[src/rtl/stream_deserializer.sv]
// Stream deserializer: gathers N serialized samples into one N-channel frame with independent per-channel handshakes.
// Optional tid/tlast framing checks are compiled in when STREAM_DESERIALIZER_TID_CHECK_EN is defined.
module stream_deserializer #(
  parameter int DW   = 24,
  parameter int N    = 4,
  parameter int TIDW = 8
) (
  input  logic            clk,
  input  logic            rst,
  input  logic [DW-1:0]   s_axis_tdata,
  input  logic            s_axis_tvalid,
  output logic            s_axis_tready,
  input  logic [TIDW-1:0] s_axis_tid,
  input  logic            s_axis_tlast,
  output logic [DW-1:0]   m_axis_tdata [N],
  output logic [N-1:0]    m_axis_tvalid,
  input  logic [N-1:0]    m_axis_tready,
  output logic            frame_err,
  output logic [15:0]     err_count
);

  localparam int CW = $clog2(N);
  localparam logic [CW-1:0] LAST_IDX = CW'(N - 1);

  typedef enum logic [1:0] {
    COLLECT = 2'd0,
    HOLD    = 2'd1,
    DISCARD = 2'd2
  } state_t;

  state_t        state_r;
  logic [CW-1:0] ctr_r;
  logic [DW-1:0] cap_r [N];

  logic accept_s;
  logic last_s;
  logic drain_ok_s;
  logic xfer_s;
  logic err_s;

  // Handshake decode; the transfer may coincide with the final pending output handshake.
  always_comb begin
    accept_s   = s_axis_tvalid && s_axis_tready;
    last_s     = (ctr_r == LAST_IDX);
    drain_ok_s = ((m_axis_tvalid & ~m_axis_tready) == {N{1'b0}});
    xfer_s     = (state_r == HOLD) && drain_ok_s;
  end

`ifdef STREAM_DESERIALIZER_TID_CHECK_EN
  function automatic logic [15:0] sat_inc(input logic [15:0] value);
    if (value == 16'hFFFF) begin
      return value;
    end else begin
      return value + 16'd1;
    end
  endfunction

  // A collected sample must carry its slot index as tid and tlast only on the final slot.
  always_comb begin
    err_s = accept_s && (state_r == COLLECT) &&
            ((s_axis_tid != TIDW'(ctr_r)) || (s_axis_tlast != last_s));
  end

  // Registered error pulse and saturating error counter.
  always_ff @(posedge clk) begin
    if (rst) begin
      frame_err <= 1'b0;
      err_count <= 16'h0000;
    end else begin
      frame_err <= err_s;
      if (err_s) begin
        err_count <= sat_inc(err_count);
      end
    end
  end
`else
  logic unused_s;

  assign err_s     = 1'b0;
  assign frame_err = 1'b0;
  assign err_count = 16'h0000;
  assign unused_s  = &{1'b0, s_axis_tid};
`endif

  // Control FSM with registered tready and per-channel output valids.
  always_ff @(posedge clk) begin
    if (rst) begin
      state_r       <= COLLECT;
      ctr_r         <= {CW{1'b0}};
      s_axis_tready <= 1'b1;
      m_axis_tvalid <= {N{1'b0}};
    end else begin
      if (xfer_s) begin
        m_axis_tvalid <= {N{1'b1}};
      end else begin
        m_axis_tvalid <= m_axis_tvalid & ~m_axis_tready;
      end
      case (state_r)
        COLLECT: begin
          if (accept_s) begin
            if (err_s) begin
              ctr_r   <= {CW{1'b0}};
              state_r <= s_axis_tlast ? COLLECT : DISCARD;
            end else if (last_s) begin
              ctr_r         <= {CW{1'b0}};
              state_r       <= HOLD;
              s_axis_tready <= 1'b0;
            end else begin
              ctr_r <= ctr_r + CW'(1);
            end
          end
        end
        HOLD: begin
          if (xfer_s) begin
            state_r       <= COLLECT;
            s_axis_tready <= 1'b1;
          end
        end
        DISCARD: begin
          if (accept_s && s_axis_tlast) begin
            state_r <= COLLECT;
            ctr_r   <= {CW{1'b0}};
          end
        end
        default: begin
          state_r       <= COLLECT;
          ctr_r         <= {CW{1'b0}};
          s_axis_tready <= 1'b1;
        end
      endcase
    end
  end

  // Capture buffer; kept separate from the output registers so the next frame can fill while outputs drain.
  always_ff @(posedge clk) begin
    if ((state_r == COLLECT) && accept_s && !err_s) begin
      cap_r[ctr_r] <= s_axis_tdata;
    end
  end

  // Output data registers load only on transfer, so they stay stable while valid.
  always_ff @(posedge clk) begin
    if (xfer_s) begin
      for (int i = 0; i < N; i++) begin
        m_axis_tdata[i] <= cap_r[i];
      end
    end
  end

endmodule

[config.mk]
export PLATFORM = sky130hd
export DESIGN_NAME = stream_deserializer
export DESIGN_NICKNAME = d
export VERILOG_FILES = /design/src/rtl/stream_deserializer.sv
export SDC_FILE = /design/constraint.sdc
export NUM_CORES = 1
export LEC_CHECK = 0
export CAP_MARGIN = 20
export CORE_MARGIN = 2
export CORE_UTILIZATION = 52
export CTS_CLUSTER_SIZE = 20
export DETAILED_ROUTE_END_ITERATION = 10
export PLACE_DENSITY = 0.84
export SYNTH_ARGS = -nofsm -noshare
export SYNTH_HDL_FRONTEND = slang
export SYNTH_SLANG_ARGS = --single-unit
[constraint.sdc]
create_clock -name clk -period 5 [get_ports clk]
set_input_delay 1.25 -clock clk [delete_from_list [all_inputs] [get_ports clk]]
set_output_delay 1.25 -clock clk [all_outputs]
set_load 0.1 [all_outputs]
==> results of run 1 <==
[layer usage]
layer	global-route usage	wire length, um	vias to the layer above
met5	0	0	-
met4	0.07967	246	0
met3	0.06194	736	21
met2	0.2730	5402	122
met1	0.1952	4114	1359
li1	-	-	1248
[synthesized netlist by cell type]
cell / instances / area share
a221o_1: 1 / 0.0016
mux2i_1: 2 / 0.0032
o22ai_1: 5 / 0.0050
edfxtp_1: 192 / 0.91
or2b_1: 1 / 0.0012
nand2_4: 1 / 0.0018
nor2_1: 3 / 0.0018
conb_1: 1 / 0.00059
nand4_1: 1 / 0.00099
dfxtp_1: 8 / 0.025
buf_4: 17 / 0.020
and2_2: 4 / 0.0048
buf_6: 1 / 0.0018
clkbuf_1: 1 / 0.00059
nand2b_1: 4 / 0.0040
ha_1: 4 / 0.0079
inv_1: 3 / 0.0018
and3b_1: 1 / 0.0014
and4_4: 1 / 0.0018
[sequential cells by signal, indices dropped and copies added (netlist names)]
register       count
ctr_r              2
m_axis_tdata      96
s_axis_tready      1
m_axis_tvalid      4
state_r            1
cap_r             96
[worst max path at each step]
stage | start | endpoint | slack (ps) | depth (start not counted)
after floorplan | m_axis_tready[0] | m_axis_tdata[0] | 1740 | 3
after global placement | m_axis_tready[0] | m_axis_tdata[27] | 1590 | 4
after detailed placement | m_axis_tready[2] | m_axis_tdata[67] | 1480 | 4
after CTS | m_axis_tdata[70] | m_axis_tdata[70] | 1780 | 1
after global routing | s_axis_tready | s_axis_tready | 1750 | 1
final | m_axis_tdata[29] | m_axis_tdata[29] | 1800 | 1
[metrics by stage]
stage	instances	area [um^2]	total power, mW
final	559	8307	3.314
after global routing	559	8307	3.403
after CTS	558	8279	3.332
after detailed placement	527	7727	2.089
after global placement	527	7727	2.081
after floorplan	267	6366	2.043
[kinds of logic (layout without fill, tap and decap cells)]
group / count (synthesis) / after routing / share of synthesized area
AOI/OAI and AO/OA: 6 / 6 / 0.006548
DFF: 200 / 200 / 0.9397
adders and majority gates: 4 / 4 / 0.007937
other: 1 / 17 / 0.0005947
and+or+nand+nor: 16 / 16 / 0.01766
buffers and inverters: 22 / 167 / 0.02440
muxes: 2 / 2 / 0.003175
[power by group through the flow]
stage | registers [mW] | clock network, mW | logic [mW]
floorplan | 1.95 | 0 | 0.0911
global placement | 1.92 | 0 | 0.159
detailed placement | 1.93 | 0 | 0.163
CTS | 1.89 | 1.28 | 0.164
global route | 1.89 | 1.34 | 0.170
finish | 1.89 | 1.26 | 0.162
[worst register-to-register path: cells and delay by family (launching register included)]
kind / cells / cell delay, ps
buffers and inverters: 2 / 890
AND/OR/NAND/NOR: 2 / 460
flip-flops: 1 / 330
[final cells by class]
type	count	area share
flip-flops and latches	200	0.7134
well taps	147	0.02214
clock buffers	17	0.05121
inverters	3	0.001356
clock inverters	14	0.01521
repair buffers	133	0.1621
multi-input cells	45	0.03464
==> summary.txt, run 1 <==
Placement
  • Hpwl dp: 6469 um
  • Pre-CTS WS: 1481 ps
  • Routability cong.: 0.7150
  • Number of I/O port buffers: 131

Setup path
  • Crit path DAT: 1950 ps
  • Worst Reg-to-Reg Cells: 4
  • Delay-heaviest family, CP: buffers and inverters
  • Crit path cell chain: clkdlybuf4s50_1
  • Critical path type: flop to output pin
  • RR Startpoint: state_r[0]
  • Critical path's slowest cell: clkdlybuf4s50_1
  • Critical path data required time: 3750 ps
  • CP Buf/Inv Count: 1
  • Max incr delay on CP: 1160 ps
  • Worst reg2reg path endpoint: cap_r[3][18]
  • Critical path startpoint category: flop
  • CP Max Fanout: 1
  • Register-to-register setup slack: 3000 ps
  • Crit. End Element: output pin

STA
  • Worst slew pin tran: 1021 ps
  • Crit share post-route: 0.6394
  • Min setup slack post-route: 1803 ps
  • Worst Skew: 7.457 ps
  • Slew Limit Fails: 0
  • Worst slew margin: 0.3171
  • Setup TNS: 0 ps
  • Fin crit period: 3197 ps
  • Fmax achieved: 312.8 MHz
  • Final Setup Violations: 0
  • Final hold viol count: 0
  • Worst Hold Slack: 415.2 ps
  • Unrepaired setup endpoints after global routing: false

Logic synthesis
  • Syn Area/Cell: 25.12 um^2
  • Synthesized area: 6306 um^2
  • Yosys reg bits: 200
  • Seq/Total Area, Yosys: 0.9397
  • Post-Synthesis Cells: 251
  • Distinct cells, synth: 19
  • Warnings from Yosys: 0

Routing
  • Remaining DRCs: 0
  • WL per Instance: 18.79 um
  • Final WL: 10500 um
  • Iter 0 DRT Violations: 220
  • Vias: 2750
  • Post-route ant nets: 0
  • Via density: 4.919
  • First drt pass iteration count: 4

Global routing
  • Total grt overflow: 0
  • First-pass GRT wire length: 15240 um
  • Pin count of the biggest net entering global routing: 97
  • Initial antenna violation count: 0
  • Global Route Usage Sum: 0.1662
  • Number of global-route vias before repair: 2732

Power
  • Switch share: 0.2164
  • Int Pwr: 2.597 mW
  • Lkg Pwr: 2.769 nW
  • Clock network power share: 0.381
  • Reg power frac: 0.570
  • Sw power: 0.7174 mW
  • VDD IR max: 216.3 uV
  • Comb pwr share: 0.049
  • Power Dens Cells: 399.0 nW/um^2

Clock network
  • Post-CTS Setup Repair Bufs: 0
  • CTS resizes: 0
  • Clock buffer depth: 2
  • Clk_lat worst skew: 420 ps
  • # hold bufs at CTS: 0
  • CTS Buf Count: 17
  • CTS tree: built
  • CTS root buf: clkbuf_16
  • Clk slew on worst S/H paths: 70 ps
  • CTS sink count: 200
  • CTS H-tree depth: 4

Min path
  • HP Start: cap_r[1][18]
  • Hold/Removal Path Class: flop to flop
  • Hold path depth: 0
  • WHS Endpoint: m_axis_tdata[66]

Layout
  • Fin nets: 444
  • Register area: 5926 um^2
  • P&R area growth vs syn: 31.73%
  • Filler cell count: 754
  • Fin util: 0.6974
  • Commonest cells after routing, fill and taps aside: edfxtp_1, clkdlybuf4s50_1, conb_1, clkbuf_16, dfxtp_1
  • Multi-input gate area: 287.8 um^2
  • Antenna fix cells: 0
  • Layout cells sized above 1: 0.09223
  • Commonest non-fill, non-tap cell in the layout: edfxtp_1

Run
  • # Max-Cap Violations: 0

Die
  • Die X: 114.1 um
  • Die height: 114.1 um
  • Die area: 13020 um^2
  • Core area: 11910 um^2
  • # IOs: 158
  • Num rows: 40
  • Initial Util: 0.5294

Run status
  • Status: finished, final reports clean
No activity file was read; power rests on OpenSTA's default activity.
==> run 2: changes to the inputs <==
- CORE_UTILIZATION: 52 -> 44
- PLACE_DENSITY: 0.84 -> 0.76
- clock period: 5 -> 2.9 ns (I/O delays scaled with it)
==> summary.txt, run 2 (synthesized netlist as in run 1, its figures left out) <==
Die
  • Die height: 123.7 um (+8.4%)
  • Die X: 123.7 um (+8.4%)
  • Die area: 15310 um^2 (+18%)
  • Num rows: 43 (+7.5%)
  • Core area: 13930 um^2 (+17%)
  • Initial Util: 0.4525 (-0.07687)
  • # IOs: 158 (unchanged)

STA
  • Setup TNS: 0 ps (unchanged)
  • Slew Limit Fails: 0 (unchanged)
  • Fmax achieved: 489.3 MHz
  • Unrepaired setup endpoints after global routing: false
  • Final Setup Violations: 0 (unchanged)
  • Crit share post-route: 0.7047
  • Fin crit period: 2044 ps
  • Final hold viol count: 0 (unchanged)
  • Worst Skew: 8.986 ps (+1.530 ps)
  • Min setup slack post-route: 856.3 ps (-946.5 ps)

Clock network
  • Clk slew on worst S/H paths: 60 ps (about the same)
  • Clock buffer depth: 2 (unchanged)
  • CTS Buf Count: 17 (unchanged)
  • CTS root buf: clkbuf_16
  • Clk_lat worst skew: 420 ps (about the same)
  • CTS tree: built
  • # hold bufs at CTS: 0 (unchanged)
  • CTS H-tree depth: 4 (unchanged)
  • Post-CTS Setup Repair Bufs: 0 (unchanged)
  • CTS sink count: 200 (unchanged)
  • CTS resizes: 0 (unchanged)

Setup path
  • Critical path type: primary input to flop
  • Crit path DAT: 2150 ps (+200 ps)
  • CP Max Fanout: 41 (+40)
  • Crit. End Element: flop
  • Critical path data required time: 3010 ps (-740 ps)
  • RR Startpoint: m_axis_tvalid[2]
  • Critical path startpoint category: primary input
  • Worst Reg-to-Reg Cells: 4 (unchanged)
  • Register-to-register setup slack: 1330 ps (-1670 ps)
  • Worst reg2reg path endpoint: m_axis_tdata[66]

Layout
  • Layout cells sized above 1: 0.3413 (+0.2491)
  • Antenna fix cells: 0 (unchanged)
  • Commonest cells after routing, fill and taps aside: edfxtp_1, buf_4, clkdlybuf4s50_1
  • Biggest regs: cap_r (96), m_axis_tdata (96), m_axis_tvalid (4)
  • P&R area growth vs syn: 29.44%
  • Fin nets: 450 (+1.4%)
  • Commonest non-fill, non-tap cell in the layout: edfxtp_1

Power
  • Lkg Pwr: 2.901 nW (+4.7%)
  • Switch share: 0.2083 (-0.008164)
  • Clock network power share: 0.374 (-0.007)
  • Int Pwr: 4.480 mW (+73%)
  • Power Dens Cells: 693.2 nW/um^2 (+74%)
  • Sw power: 1.179 mW (+64%)
  • Reg power frac: 0.575 (+0.005)
  • Comb pwr share: 0.051 (+0.002)
  • VDD IR max: 359.4 uV (+66%)
  • Pwr Total: 5.659 mW (+71%)

Routing
  • Via density: 4.485 (-8.8%)
  • Remaining DRCs: 0 (unchanged)
  • Iter 0 DRT Violations: 177 (-20%)
  • Post-route ant nets: 0 (unchanged)
  • Vias: 2673 (-2.8%)
  • WL per Instance: 16.22 um (-14%)
  • Final WL: 9668 um (-7.9%)
  • First drt pass iteration count: 4 (unchanged)

Placement
  • Pre-CTS WS: 407.2 ps (-1074 ps)
  • Routability cong.: 0.7114 (-0.50%)
  • Hpwl dp: 6300 um (-2.6%)
  • Number of I/O port buffers: 131 (unchanged)

Run status
  • Status: finished, final reports clean

Min path
  • HP Start: cap_r[2][10]
  • WHS Endpoint: m_axis_tdata[34]
  • Hold path depth: 0 (unchanged)
  • Hold/Removal Path Class: flop to flop

Global routing
  • Pin count of the biggest net entering global routing: 42 (-57%)
  • Global Route Usage Sum: 0.1326 (-0.03355)
  • Number of global-route vias before repair: 2610 (-4.5%)
  • First-pass GRT wire length: 13920 um (-8.6%)
  • Initial antenna violation count: 0 (unchanged)
  • Total grt overflow: 0 (unchanged)

Run
  • # Max-Cap Violations: 0 (unchanged)
[run 2: final cells by class]
cell class | instances | area, um^2
clock buffer | 19 | 432.9
clock inverter | 10 | 98.84
fill | 1031 | 5772
inverter | 3 | 11.26
multi-input combinational | 45 | 287.8
sequential | 200 | 5926
tap | 180 | 225.2
timing repair buffer | 139 | 1181
[run 2: power groups by stage]
stage          clock (mW)  combinational [mW]  sequential, mW
6_report             2.11               0.289            3.26
5_1_grt              2.30               0.304            3.26
4_1_cts              2.17               0.294            3.26
3_5_place_dp            0               0.294            3.32
3_3_place_gp            0               0.289            3.31
2_1_floorplan           0               0.157            3.36
[run 2: metrics by stage]
stage	instance area (um^2)	utilization	hold WS, ps	std cells
after CTS	8163	0.5858	415.5	596
after global routing	8163	0.5858	421.1	596
after floorplan	6366	-	400.3	267
after detailed placement	7631	0.5476	404.5	567
after global placement	7631	0.5476	401.1	567
final	8163	0.5858	413.4	596
[run 2: critical path: stages]
cell	delay (ps)
clkdlybuf4s50_1	460
nand2b_1	150
and4_4	240
and2_4	290
buf_12	250
[run 2: worst max-delay path by stage]
stage | from | endpoint | slack (ps) | depth (start not counted)
floorplan | m_axis_tvalid[0] | m_axis_tdata[0] | 130 | 3
global placement | m_axis_tready[0] | m_axis_tdata[83] | 470 | 5
CTS | m_axis_tready[2] | m_axis_tdata[11] | 860 | 5
global route | m_axis_tready[2] | m_axis_tdata[66] | 790 | 5
finish | m_axis_tready[2] | m_axis_tdata[66] | 860 | 5
detailed placement | m_axis_tready[2] | m_axis_tdata[35] | 410 | 5
[run 2: per-layer routing]
layer  wire length [um]  vias to the layer above  track usage
met2               5202                       97       0.2311
met4                146                        0      0.06108
met5                  0                        -            0
li1                   -                     1258            -
met3                655                       16      0.05220
met1               3662                     1302       0.1416
